==> config.mk <==
export PLATFORM = sky130hd
export DESIGN_NAME = mult_lane_switch
export DESIGN_NICKNAME = d
export VERILOG_FILES = /design/src/rtl/mult_lane_switch.sv
export SDC_FILE = /design/constraint.sdc
export NUM_CORES = 1
export LEC_CHECK = 0
export CORE_AREA = 2 2 165 167
export CTS_CLUSTER_SIZE = 8
export DETAILED_ROUTE_END_ITERATION = 16
export DIE_AREA = 0 0 167 169
export PLACE_DENSITY = 0.77
export SLEW_MARGIN = 25
export SYNTH_ARGS = -nofsm -noshare
export SYNTH_HDL_FRONTEND = slang
export SYNTH_SLANG_ARGS = --single-unit
==> constraint.sdc <==
create_clock -name clk -period 1.7 [get_ports clk]
set_input_delay 0.34 -clock clk [delete_from_list [all_inputs] [get_ports clk]]
set_output_delay 0.34 -clock clk [all_outputs]
set_load 0.02 [all_outputs]
==> src/rtl/mult_lane_switch.sv <==
// Round-robin AXI-stream job switch feeding LANES multiplier lanes and collecting results in job order.
// Optional frame-length checker enabled by defining MULT_LANE_SWITCH_LEN_CHECK_EN.
module mult_lane_switch #(
    parameter int LANES = 2,
    parameter int N     = 16,
    parameter int QW    = 64,
    parameter int UW    = 1
) (
    input  logic                clk,
    input  logic                s_rst,
    input  logic [QW-1:0]       p_data,
    input  logic                p_vld,
    input  logic                p_last,
    output logic                p_rdy,
    input  logic [UW-1:0]       u_data,
    input  logic                u_vld,
    input  logic                u_last,
    output logic                u_rdy,
    output logic [LANES*QW-1:0] lp_data,
    output logic [LANES-1:0]    lp_vld,
    output logic [LANES-1:0]    lp_last,
    input  logic [LANES-1:0]    lp_rdy,
    output logic [LANES*UW-1:0] lu_data,
    output logic [LANES-1:0]    lu_vld,
    output logic [LANES-1:0]    lu_last,
    input  logic [LANES-1:0]    lu_rdy,
    input  logic [LANES*QW-1:0] lz_data,
    input  logic [LANES-1:0]    lz_vld,
    input  logic [LANES-1:0]    lz_last,
    output logic [LANES-1:0]    lz_rdy,
    output logic [QW-1:0]       z_data,
    output logic                z_vld,
    output logic                z_last,
    input  logic                z_rdy,
    output logic [LANES-1:0]    busy,
    output logic                err
);
    localparam int PW = $clog2(LANES);

    logic [PW-1:0]    p_sel_q, p_sel_d, u_sel_q, u_sel_d, z_sel_q, z_sel_d;
    logic [LANES-1:0] occ_q, occ_d, u_done_q, u_done_d;
    logic             p_in_frame_q, p_in_frame_d;
    logic [QW-1:0]    z_data_q, z_data_d, sk_data_q, sk_data_d;
    logic             z_vld_q, z_vld_d, z_last_q, z_last_d, sk_vld_q, sk_vld_d, sk_last_q, sk_last_d;

    logic             p_ok_s, u_ok_s, p_fire_s, u_fire_s;
    logic             in_vld_s, in_last_s, in_fire_s, out_fire_s;
    logic [QW-1:0]    in_data_s;

    function automatic logic [PW-1:0] next_ptr(input logic [PW-1:0] ptr);
        if (ptr == PW'(LANES-1)) begin
            return {PW{1'b0}};
        end else begin
            return ptr + PW'(1);
        end
    endfunction

    assign lp_data = {LANES{p_data}};
    assign lu_data = {LANES{u_data}};
    assign busy    = occ_q;
    assign z_data  = z_data_q;
    assign z_vld   = z_vld_q;
    assign z_last  = z_last_q;

    // Upstream/downstream handshake qualification from registered occupancy
    always_comb begin
        p_ok_s     = p_in_frame_q | ~occ_q[p_sel_q];
        u_ok_s     = occ_q[u_sel_q] & ~u_done_q[u_sel_q];
        p_rdy      = lp_rdy[p_sel_q] & p_ok_s & ~s_rst;
        u_rdy      = lu_rdy[u_sel_q] & u_ok_s & ~s_rst;
        p_fire_s   = p_vld & p_rdy;
        u_fire_s   = u_vld & u_rdy;
        in_vld_s   = lz_vld[z_sel_q];
        in_last_s  = lz_last[z_sel_q];
        in_data_s  = lz_data[int'(z_sel_q)*QW +: QW];
        in_fire_s  = in_vld_s & ~sk_vld_q & ~s_rst;
        out_fire_s = z_vld_q & z_rdy;
    end

    // Per-lane valid/ready steering; lane valids are gated so a lane never sees a beat the switch rejects
    always_comb begin
        lp_vld  = {LANES{1'b0}};
        lp_last = {LANES{1'b0}};
        lu_vld  = {LANES{1'b0}};
        lu_last = {LANES{1'b0}};
        lz_rdy  = {LANES{1'b0}};
        for (int i = 0; i < LANES; i++) begin
            if (PW'(i) == p_sel_q) begin
                lp_vld[i]  = p_vld & p_ok_s & ~s_rst;
                lp_last[i] = p_last;
            end else begin
                lp_vld[i]  = 1'b0;
                lp_last[i] = 1'b0;
            end
            if (PW'(i) == u_sel_q) begin
                lu_vld[i]  = u_vld & u_ok_s & ~s_rst;
                lu_last[i] = u_last;
            end else begin
                lu_vld[i]  = 1'b0;
                lu_last[i] = 1'b0;
            end
            if (PW'(i) == z_sel_q) begin
                lz_rdy[i] = ~sk_vld_q & ~s_rst;
            end else begin
                lz_rdy[i] = 1'b0;
            end
        end
    end

    // Pointer, occupancy and skid-buffer next state; a z clear wins over any set on the same lane
    always_comb begin
        p_sel_d      = p_sel_q;
        u_sel_d      = u_sel_q;
        z_sel_d      = z_sel_q;
        occ_d        = occ_q;
        u_done_d     = u_done_q;
        p_in_frame_d = p_in_frame_q;
        z_data_d     = z_data_q;
        z_vld_d      = z_vld_q;
        z_last_d     = z_last_q;
        sk_data_d    = sk_data_q;
        sk_vld_d     = sk_vld_q;
        sk_last_d    = sk_last_q;
        if (p_fire_s) begin
            occ_d[p_sel_q] = 1'b1;
            if (p_last) begin
                p_in_frame_d = 1'b0;
                p_sel_d      = next_ptr(p_sel_q);
            end else begin
                p_in_frame_d = 1'b1;
            end
        end else begin
            p_in_frame_d = p_in_frame_q;
        end
        if (u_fire_s & u_last) begin
            u_done_d[u_sel_q] = 1'b1;
            u_sel_d           = next_ptr(u_sel_q);
        end else begin
            u_sel_d = u_sel_q;
        end
        if (in_fire_s & in_last_s) begin
            occ_d[z_sel_q]    = 1'b0;
            u_done_d[z_sel_q] = 1'b0;
            z_sel_d           = next_ptr(z_sel_q);
        end else begin
            z_sel_d = z_sel_q;
        end
        // Main register refills from skid first; skid only fills while the main register is stalled
        if (~z_vld_q | out_fire_s) begin
            if (sk_vld_q) begin
                z_data_d = sk_data_q;
                z_last_d = sk_last_q;
                z_vld_d  = 1'b1;
                sk_vld_d = 1'b0;
            end else if (in_fire_s) begin
                z_data_d = in_data_s;
                z_last_d = in_last_s;
                z_vld_d  = 1'b1;
            end else begin
                z_vld_d  = 1'b0;
                z_last_d = 1'b0;
            end
        end else begin
            if (in_fire_s) begin
                sk_data_d = in_data_s;
                sk_last_d = in_last_s;
                sk_vld_d  = 1'b1;
            end else begin
                sk_vld_d = sk_vld_q;
            end
        end
    end

    // State registers with synchronous reset
    always_ff @(posedge clk) begin
        if (s_rst) begin
            p_sel_q      <= {PW{1'b0}};
            u_sel_q      <= {PW{1'b0}};
            z_sel_q      <= {PW{1'b0}};
            occ_q        <= {LANES{1'b0}};
            u_done_q     <= {LANES{1'b0}};
            p_in_frame_q <= 1'b0;
            z_data_q     <= {QW{1'b0}};
            z_vld_q      <= 1'b0;
            z_last_q     <= 1'b0;
            sk_data_q    <= {QW{1'b0}};
            sk_vld_q     <= 1'b0;
            sk_last_q    <= 1'b0;
        end else begin
            p_sel_q      <= p_sel_d;
            u_sel_q      <= u_sel_d;
            z_sel_q      <= z_sel_d;
            occ_q        <= occ_d;
            u_done_q     <= u_done_d;
            p_in_frame_q <= p_in_frame_d;
            z_data_q     <= z_data_d;
            z_vld_q      <= z_vld_d;
            z_last_q     <= z_last_d;
            sk_data_q    <= sk_data_d;
            sk_vld_q     <= sk_vld_d;
            sk_last_q    <= sk_last_d;
        end
    end

`ifdef MULT_LANE_SWITCH_LEN_CHECK_EN
    localparam int CW = $clog2(N+1);

    logic [CW-1:0] p_cnt_q, p_cnt_d, u_cnt_q, u_cnt_d, z_cnt_q, z_cnt_d;
    logic          err_q, err_d;

    function automatic logic len_bad(input logic [CW-1:0] cnt, input logic last);
        if (last) begin
            return cnt != CW'(N-1);
        end else begin
            return cnt == CW'(N-1);
        end
    endfunction

    function automatic logic [CW-1:0] cnt_next(input logic [CW-1:0] cnt, input logic last);
        if (last) begin
            return {CW{1'b0}};
        end else if (cnt == CW'(N)) begin
            return cnt;
        end else begin
            return cnt + CW'(1);
        end
    endfunction

    // Beat counters and sticky length error
    always_comb begin
        p_cnt_d = p_fire_s ? cnt_next(p_cnt_q, p_last) : p_cnt_q;
        u_cnt_d = u_fire_s ? cnt_next(u_cnt_q, u_last) : u_cnt_q;
        z_cnt_d = out_fire_s ? cnt_next(z_cnt_q, z_last_q) : z_cnt_q;
        err_d   = err_q
                | (p_fire_s & len_bad(p_cnt_q, p_last))
                | (u_fire_s & len_bad(u_cnt_q, u_last))
                | (out_fire_s & len_bad(z_cnt_q, z_last_q));
    end

    // Length checker registers
    always_ff @(posedge clk) begin
        if (s_rst) begin
            p_cnt_q <= {CW{1'b0}};
            u_cnt_q <= {CW{1'b0}};
            z_cnt_q <= {CW{1'b0}};
            err_q   <= 1'b0;
        end else begin
            p_cnt_q <= p_cnt_d;
            u_cnt_q <= u_cnt_d;
            z_cnt_q <= z_cnt_d;
            err_q   <= err_d;
        end
    end

    assign err = err_q;
`else
    assign err = 1'b0;
`endif
endmodule

==> summary by stage, run 1 <==
Run status
The flow ran to the end, but the final reports show violations. The final reports fail on negative setup slack.

Pwr
In this run the power density over the cells is approximately 880 nW/µm². The switching portion of total power is approximately 24%. The internal power of the cells totals 6.97 mW.

The part of the total power dissipated in combinational logic is 17.4%. The fraction of power consumed by sequential logic is 38.2%. For this design the static power due to leakage is roughly 4.3 nW. The clock share of power is 44.4%. The switching component of the power is 2.25 mW. Across the VDD grid, the largest voltage drop is roughly 0.53 mV.

Clocking
The cell chosen for the clock root is sky130_fd_sc_hd__clkbuf_16. TritonCTS built the clock tree. Counting along the longest clock path gives a buffer depth of 2. Clock tree synthesis inserted a total of 17 buffers.

The CTS H-tree depth is 4. CTS saw 140 sinks. Clock-pin slew was measured on the worst setup and hold paths at 0.06 ns.

The clock latency on the worst-skew pair is a little over 0.4 ns.

Floorplan
The chip width is 167 µm. The chip height is 169 µm. The initial utilization of the core area, before any placement, comes to 29.6%. The area of the placeable core is 26500 µm². For this design the top-level I/O count stands at 419. The die area is 28200 µm².

After floorplanning, the core was divided into 60 placement rows.

Finish
For this run, the number of standard cells in the final layout without fillers is 1371. 0 antenna diodes ended up in the layout. The area added between synthesis and finish is 33.9%. The number of nets in the layout is 1225.

Once layout is complete, the utilization of the core stands at 39.7%. The share of post-route cells with drive strength above 1 is around a fifth.

Route
For this block, the initial DRC count from the detailed router was 372. The via total after detailed routing is roughly 6300. Using the TritonRoute via totals, the vias-per-cell ratio works out to 4.57. In the routed design, unresolved DRC markers number 0. After detailed routing, the average wire length per cell comes to about 14 µm. In this run the remaining antenna-violating nets after routing total 0. The first TritonRoute pass finished after 4 iterations. The total detailed-routing wirelength is 19.8 mm.

Synth
The total of flip-flops plus latches after synthesis is 140. The number of flops mapped to enable cells by yosys is 0. The synthesized net count is approximately 1100. The top flip-flop cell by instance count after synthesis is sky130_fd_sc_hd__dfxtp_1. The synthesized netlist occupies a cell area of 7850 µm². The post-synthesis cell count is 913. In this run, distinct cell masters in the synthesized netlist total 32. The synthesis warning total is 0. The mean cell area of the mapped netlist is 8.60 µm².

The share of the Yosys chip area taken by registers is a little over a third. The proportion of register bits with asynchronous set or reset after synthesis is 0%.

Run
The tool flagged a number of max-cap violations equal to 0.

Setup path
The kind of critical path is reg -> out. Of all nets on the critical path, the largest fanout is 4. STA puts the critical path data required time at about 1.4 ns. The data arrival time of the worst path is ~1.4 ns. The worst setup path is launched from a flop. STA classifies the critical path endpoint as a primary output.

Global route
Entering global routing, the biggest net connects 78 pins. After global routing the overflow that remains totals 0. The number of global-route vias before repair is approximately 6200. The first global-routing pass estimated 31.1 mm of wire. The number of antenna violations at the first check in global routing is 1. For this run, the total global-route usage over all layers was measured as 13.6%.

Placement
The worst setup timing slack at the placement stage is -0.578 ns. The count of buffers added on input and output ports is ~220. The number of cells in the design after placement is 1333. The total half-perimeter wirelength after legalization and detailed placement is approximately 14 mm.

The global placement routability congestion is between 0.8 and 0.9.

Worst hold path
The class of the tightest hold or removal check is in -> reg.

Timing
At the pin with the least slew margin, the transition time is 0.676 ns. Setup repair after global routing could not meet its margin everywhere. Dividing the final minimum period by the clock period gives 101%. Across all setup checks in the final design, the least slack found is -0.0125 ns. The number of max-slew violations in the final report is 0.

Based on the critical path, the design can be clocked at up to 584 MHz. The worst setup skew after layout is approximately 0.009 ns. Setup violations remaining at the end of the flow were counted as 2. The minimum clock period is 1.71 ns. The remaining max-slew budget at the tightest pin is 54.9%. The number of failing hold endpoints at the final stage was 0.
[registers in the layout, indices dropped and copies added (netlist names)]
name and flops:
sk_data_q 64, z_data 64, busy 2, u_done_q 2
p_in_frame_q 1, p_sel_q 1, sk_last_q 1, sk_vld_q 1
u_sel_q 1, z_last 1, z_sel_q 1, z_vld 1
[layer usage]
metal  wire (µm)  track usage [%]
met4         525             5.51
met2        9680             24.0
met5          13                0
met3        1290             4.09
met1        8260             15.3
[logic make-up after synthesis]
logic type / count (synthesis) / synth area share (%)
xor gates and xnor gates: 1 / 0.112
DFF: 140 / 35.7
muxes: 138 / 18.6
other: 1 / 0.0478
and+or+nand+nor: 166 / 10.9
AOI/OAI and AO/OA: 203 / 15.3
buffers and inverters: 264 / 19.4
[critical path: stages (launching register included)]
cell and delay, ns:
sky130_fd_sc_hd__dfxtp_4 0.39, sky130_fd_sc_hd__mux2_4 0.32, sky130_fd_sc_hd__o21ai_2 0.06, sky130_fd_sc_hd__nor2_1 0.05
sky130_fd_sc_hd__buf_4 0.15
[final cells by class]
class,count,area (µm²)
tap,341,427
inverter,65,244
clock buffer,23,499
timing repair buffer,284,2710
sequential,140,2820
multi-input combinational,509,3660
clock inverter,9,156
fill,2650,16000
[layout by cell type (no fill, tap or decap), drive strengths merged, types with 3 or more instances in the layout]
cell type | netlist | layout
nor2b | 5 | 5
a21oi | 66 | 66
a31oi | 5 | 5
and2 | 6 | 6
dfxtp | 140 | 140
mux2i | 73 | 73
o21ai | 63 | 63
nand2 | 57 | 57
clkinvlp | 0 | 3
a211oi | 8 | 8
dlygate4sd2 | 0 | 67
clkdlybuf4s50 | 0 | 140
mux2 | 65 | 65
nor2 | 24 | 24
clkbuf | 45 | 26
buf | 154 | 71
bufinv | 0 | 4
o31ai | 55 | 55
inv | 65 | 65
nand2b | 64 | 64
[power by group through the flow]
stage	clock, mW	sequential, mW	combinational [mW]
after CTS	4.23	3.53	1.60
after detailed placement	0	3.60	1.67
after floorplan	0	3.73	1.15
after global placement	0	3.60	1.64
final	4.09	3.53	1.60
after global routing	4.35	3.55	1.75
[final timing paths]
path / start / to / slack [ns] / cells past startpoint
max: p_sel_q / p_rdy / -0.01 / 4
max reg2reg: z_sel_q / sk_data_q[5] / 0.09 / 7
min: p_vld / p_in_frame_q / 0.38 / 4
min reg2reg: sk_data_q[58] / sk_data_q[58] / 0.47 / 2
[Yosys cell counts, drive strengths merged (2+ instances only)]
master | number | area share, %
buf | 154 | 14
dfxtp | 140 | 36
mux2i | 73 | 9.3
a21oi | 66 | 4.2
inv | 65 | 3.1
mux2 | 65 | 9.3
nand2b | 64 | 5.1
o21ai | 63 | 4.0
nand2 | 57 | 2.7
o31ai | 55 | 5.3
clkbuf | 45 | 2.2
nor2 | 24 | 1.1
a211oi | 8 | 0.76
and2 | 6 | 0.48
a31oi | 5 | 0.40
nor2b | 5 | 0.40
nand3 | 2 | 0.13
nor3 | 2 | 0.13
nor3b | 2 | 0.19
nor4 | 2 | 0.35
nor4b | 2 | 0.22
[stage by stage]
stage          cell area, µm²  power, mW  TNS, ns  hold WS, ns
3_3_place_gp             9790       5.24   -57.13        0.443
3_5_place_dp             9790       5.27   -62.45        0.454
5_1_grt                 10500       9.65   -0.321        0.382
6_report                10500       9.22  -0.0185        0.378
4_1_cts                 10400       9.36   -0.184        0.399
2_1_floorplan            7890       4.88        0        0.428
[timing repair]
item                                    in CTS  in global routing
buffers inserted                             2                  3
endpoints found under the setup margin     170                103
pin swaps                                    3                  7
hold buffers                                 0                  0
gates resized for setup                    128                 31
gates cloned                                 0                  1
endpoints found under the hold margin        0                  0
(Power assumes the default switching activity.)
==> inputs of run 2 (changes only) <==
--- a/config.mk
+++ b/config.mk
@@ -10,7 +10,6 @@
 export DETAILED_ROUTE_END_ITERATION = 16
 export DIE_AREA = 0 0 167 169
 export PLACE_DENSITY = 0.77
-export SLEW_MARGIN = 25
 export SYNTH_ARGS = -nofsm -noshare
 export SYNTH_HDL_FRONTEND = slang
 export SYNTH_SLANG_ARGS = --single-unit
==> constraint.sdc (replaced) <==
create_clock -name clk -period 1.45 [get_ports clk]
set_input_delay 0.29 -clock clk [delete_from_list [all_inputs] [get_ports clk]]
set_output_delay 0.29 -clock clk [all_outputs]
set_load 0.02 [all_outputs]
==> summary by stage, run 2 (same netlist as run 1, synthesis figures left out) <==
Run status
The run finished, with violations left. The final reports fail on negative setup slack.

Finish
The top cell types in the final layout, fill and taps aside, are 140 x sky130_fd_sc_hd__clkdlybuf4s50_1, 133 x sky130_fd_sc_hd__dfxtp_1, 68 x sky130_fd_sc_hd__mux2i_1. The finished cells cover 12400 µm². The count of antenna diodes in the layout is 0. The area added between synthesis and finish is 57.4%. The library cell used most frequently in the layout, excluding fill and tap cells, is sky130_fd_sc_hd__clkdlybuf4s50_1.

The final-layout fill cell count is approximately 2400. In the final layout, the share of cells above drive strength 1 is 34.1%. The net count of the finished layout is 1267.

Clocking
The CTS H-tree depth is 4. The clock latency on the worst-skew pair is 0.42 ns. For this design, the sink count on the clock tree is 140.

TritonCTS built the clock tree. After clock tree synthesis, the clock-pin slew on the worst setup and hold paths is 0.05 ns. The maximum count of clock buffers along a single path is 2. The tree is rooted in a sky130_fd_sc_hd__clkbuf_16.

The number of clock buffers added by TritonCTS is 17.

Timing
The number of failing hold endpoints at the final stage is 0. The worst path setup slack after routing is -0.221 ns. The worst-case hold slack is around 0.36 ns. On the final layout, the worst clock skew is 0.0115 ns.

The number of max-slew violations in the final report is 0. The worst-margin pin slew is 0.809 ns. The remaining max-slew budget at the tightest pin is a little under half. The worst path in the final design needs a cycle of 1.67 ns, including I/O delays and setup.

Static timing analysis puts the maximum clock frequency at 598 MHz. Setup repair after global routing could not meet its margin everywhere. Setup violations remaining at the end of the flow were counted as 140.

After layout, the worst path uses 115% of the clock period.

Placement
At the end of routability-driven placement, the weighted congestion stood at about 0.8. The total half-perimeter wirelength after legalization and detailed placement is roughly 15 mm. The count of port buffers added during placement is 222.

After detailed placement, the total cell area comes to 9920 µm².

Route
The post-detailed-route wirelength per cell is 17.2 µm. The detailed router finished its first iteration with 327 violations. The detailed-routing iteration count for the pre-antenna-repair pass is 5.

The via count normalized by instance count is between 4 and 5. The count of nets left with antenna violations once routing finished came out at 0. After detailed routing, the number of remaining DRC violations is 0. The via total after detailed routing is 6781. Wires add up to about 24 mm.

Setup path
The family with the most delay on the worst path is flip-flops. The setup path with the least slack is of type reg -> out. The worst setup path is captured at a primary output. The critical path goes through nor4b_4 > a22o_1 > buf_6. At the worst endpoint, the arrival time is 1.38 ns.

The count of buffer and inverter cells on the critical path is 1. The maximum fanout count along the critical path is 2. For the worst setup path, the data required time is between 1 and 1.5 ns. The slowest cell on the critical path is sky130_fd_sc_hd__dfxtp_4. For this run, the slowest stage of the critical path takes approximately 0.35 ns. The nature of the critical path startpoint is a flop.

Global route
The number of global-route vias before repair is 6931. The largest net degree at the start of global routing is a little over 80. The number of antenna violations at the first check in global routing is 0. Global routing used ~16% of the available tracks. The first global-routing pass estimated 36.7 mm of wire. Global routing finished with a remaining overflow of 0.

Floorplan
The floorplan step defined a die boundary enclosing 28200 µm². Once the floorplan was initialized, standard cells occupied about 30% of the core. The chip height is ~170 µm.

During I/O placement, the number of pins put on the boundary was around 420. The area of the placeable core is approximately 27000 µm². The floorplan has 60 rows. From left edge to right edge, the die measures 167 µm.

Pwr
The peak ir drop on the vdd network is between 0.6 and 0.7 mV. Power spread over the standard cell area amounts to ~910 nW/µm². The total chip power is 11.3 mW.

The analysis attributes to cell leakage a power of roughly 5.2 nW.

Worst hold path
In this run the worst hold path is classified as in -> reg.

Run
The number of max-capacitance violations reported is 0.
-- run 2: cell types whose count changed in the layout (fill, tap and decap cells not counted), moves of 9 or more --
cell	delta
sky130_fd_sc_hd__buf_6	+22
sky130_fd_sc_hd__nand2_2	+15
sky130_fd_sc_hd__buf_12	+10
sky130_fd_sc_hd__o31ai_1	-52
sky130_fd_sc_hd__o31ai_4	+23
sky130_fd_sc_hd__o31ai_2	+29
sky130_fd_sc_hd__buf_4	-13
sky130_fd_sc_hd__buf_16	+11
sky130_fd_sc_hd__nand2_4	+38
sky130_fd_sc_hd__o21ai_0	-9
sky130_fd_sc_hd__buf_8	+14
sky130_fd_sc_hd__nand2_1	-53
sky130_fd_sc_hd__clkdlybuf4s15_1	+10
sky130_fd_sc_hd__dlygate4sd2_1	-12
-- run 2: per-layer routing --
metal	track usage [%]	wire (µm)
met5	0	0
met4	8.85	989
met3	3.95	1370
met1	18.9	9660
met2	28.5	12200
-- run 2: worst paths after layout --
path	from	endpoint	slack, ns	cells past startpoint
setup / recovery	u_sel_q	u_rdy	-0.22	3
hold / removal	s_rst	u_sel_q	0.36	5
setup reg to reg	z_sel_q	z_data[0]	-0.19	6
hold reg to reg	z_data[37]	z_data[37]	0.47	2
-- run 2: where the power goes --
| part | switching (mW) | leakage [nW] | internal (mW) | total (mW) |
|---|---|---|---|---|
| clock network | 1.78 | 0.306 | 2.95 | 4.73 |
| registers | 0.0939 | 1.14 | 4.04 | 4.13 |
| logic | 1.13 | 3.75 | 1.28 | 2.41 |
-- run 2: worst register-to-register path: cells and delay by family (launching register included) --
family | cells | cell delay [ns]
and+or+nand+nor | 1 | 0.10
buffers and inverters | 2 | 0.28
DFF | 1 | 0.37
muxes | 2 | 0.60
AOI/OAI and AO/OA | 1 | 0.18
-- run 2: cell type report --
| type | count | area [µm²] | area share (%) |
|---|---|---|---|
| Sequential cell | 140 | 2830 | 22.9 |
| Multi-Input combinational cell | 509 | 4580 | 37.1 |
| Clock buffer | 20 | 447 | 3.61 |
| Timing Repair Buffer | 326 | 3650 | 29.5 |
| Inverter | 65 | 248 | 2.00 |
| Clock inverter | 12 | 186 | 1.51 |
| Tap cell | 341 | 427 | 3.45 |
-- run 2: timing repair --
item / CTS / global route
endpoints found under the setup margin: 213 / 159
hold buffers: 0 / 0
buffers inserted: 34 / 7
gates cloned: 18 / 2
pin swaps: 10 / 8
resized for setup: 332 / 151
-- run 2: metrics by stage --
step                      worst slack [ns]  instances  util [%]  TNS [ns]
after floorplan                    -0.0680        913         -     -5.21
after global placement              -0.664       1337      37.4    -64.60
after detailed placement            -0.677       1337      37.4    -68.39
after CTS                           -0.256       1419      44.7    -21.07
after global routing                -0.315       1413      46.7    -26.60
final                               -0.221       1413      46.7    -15.73
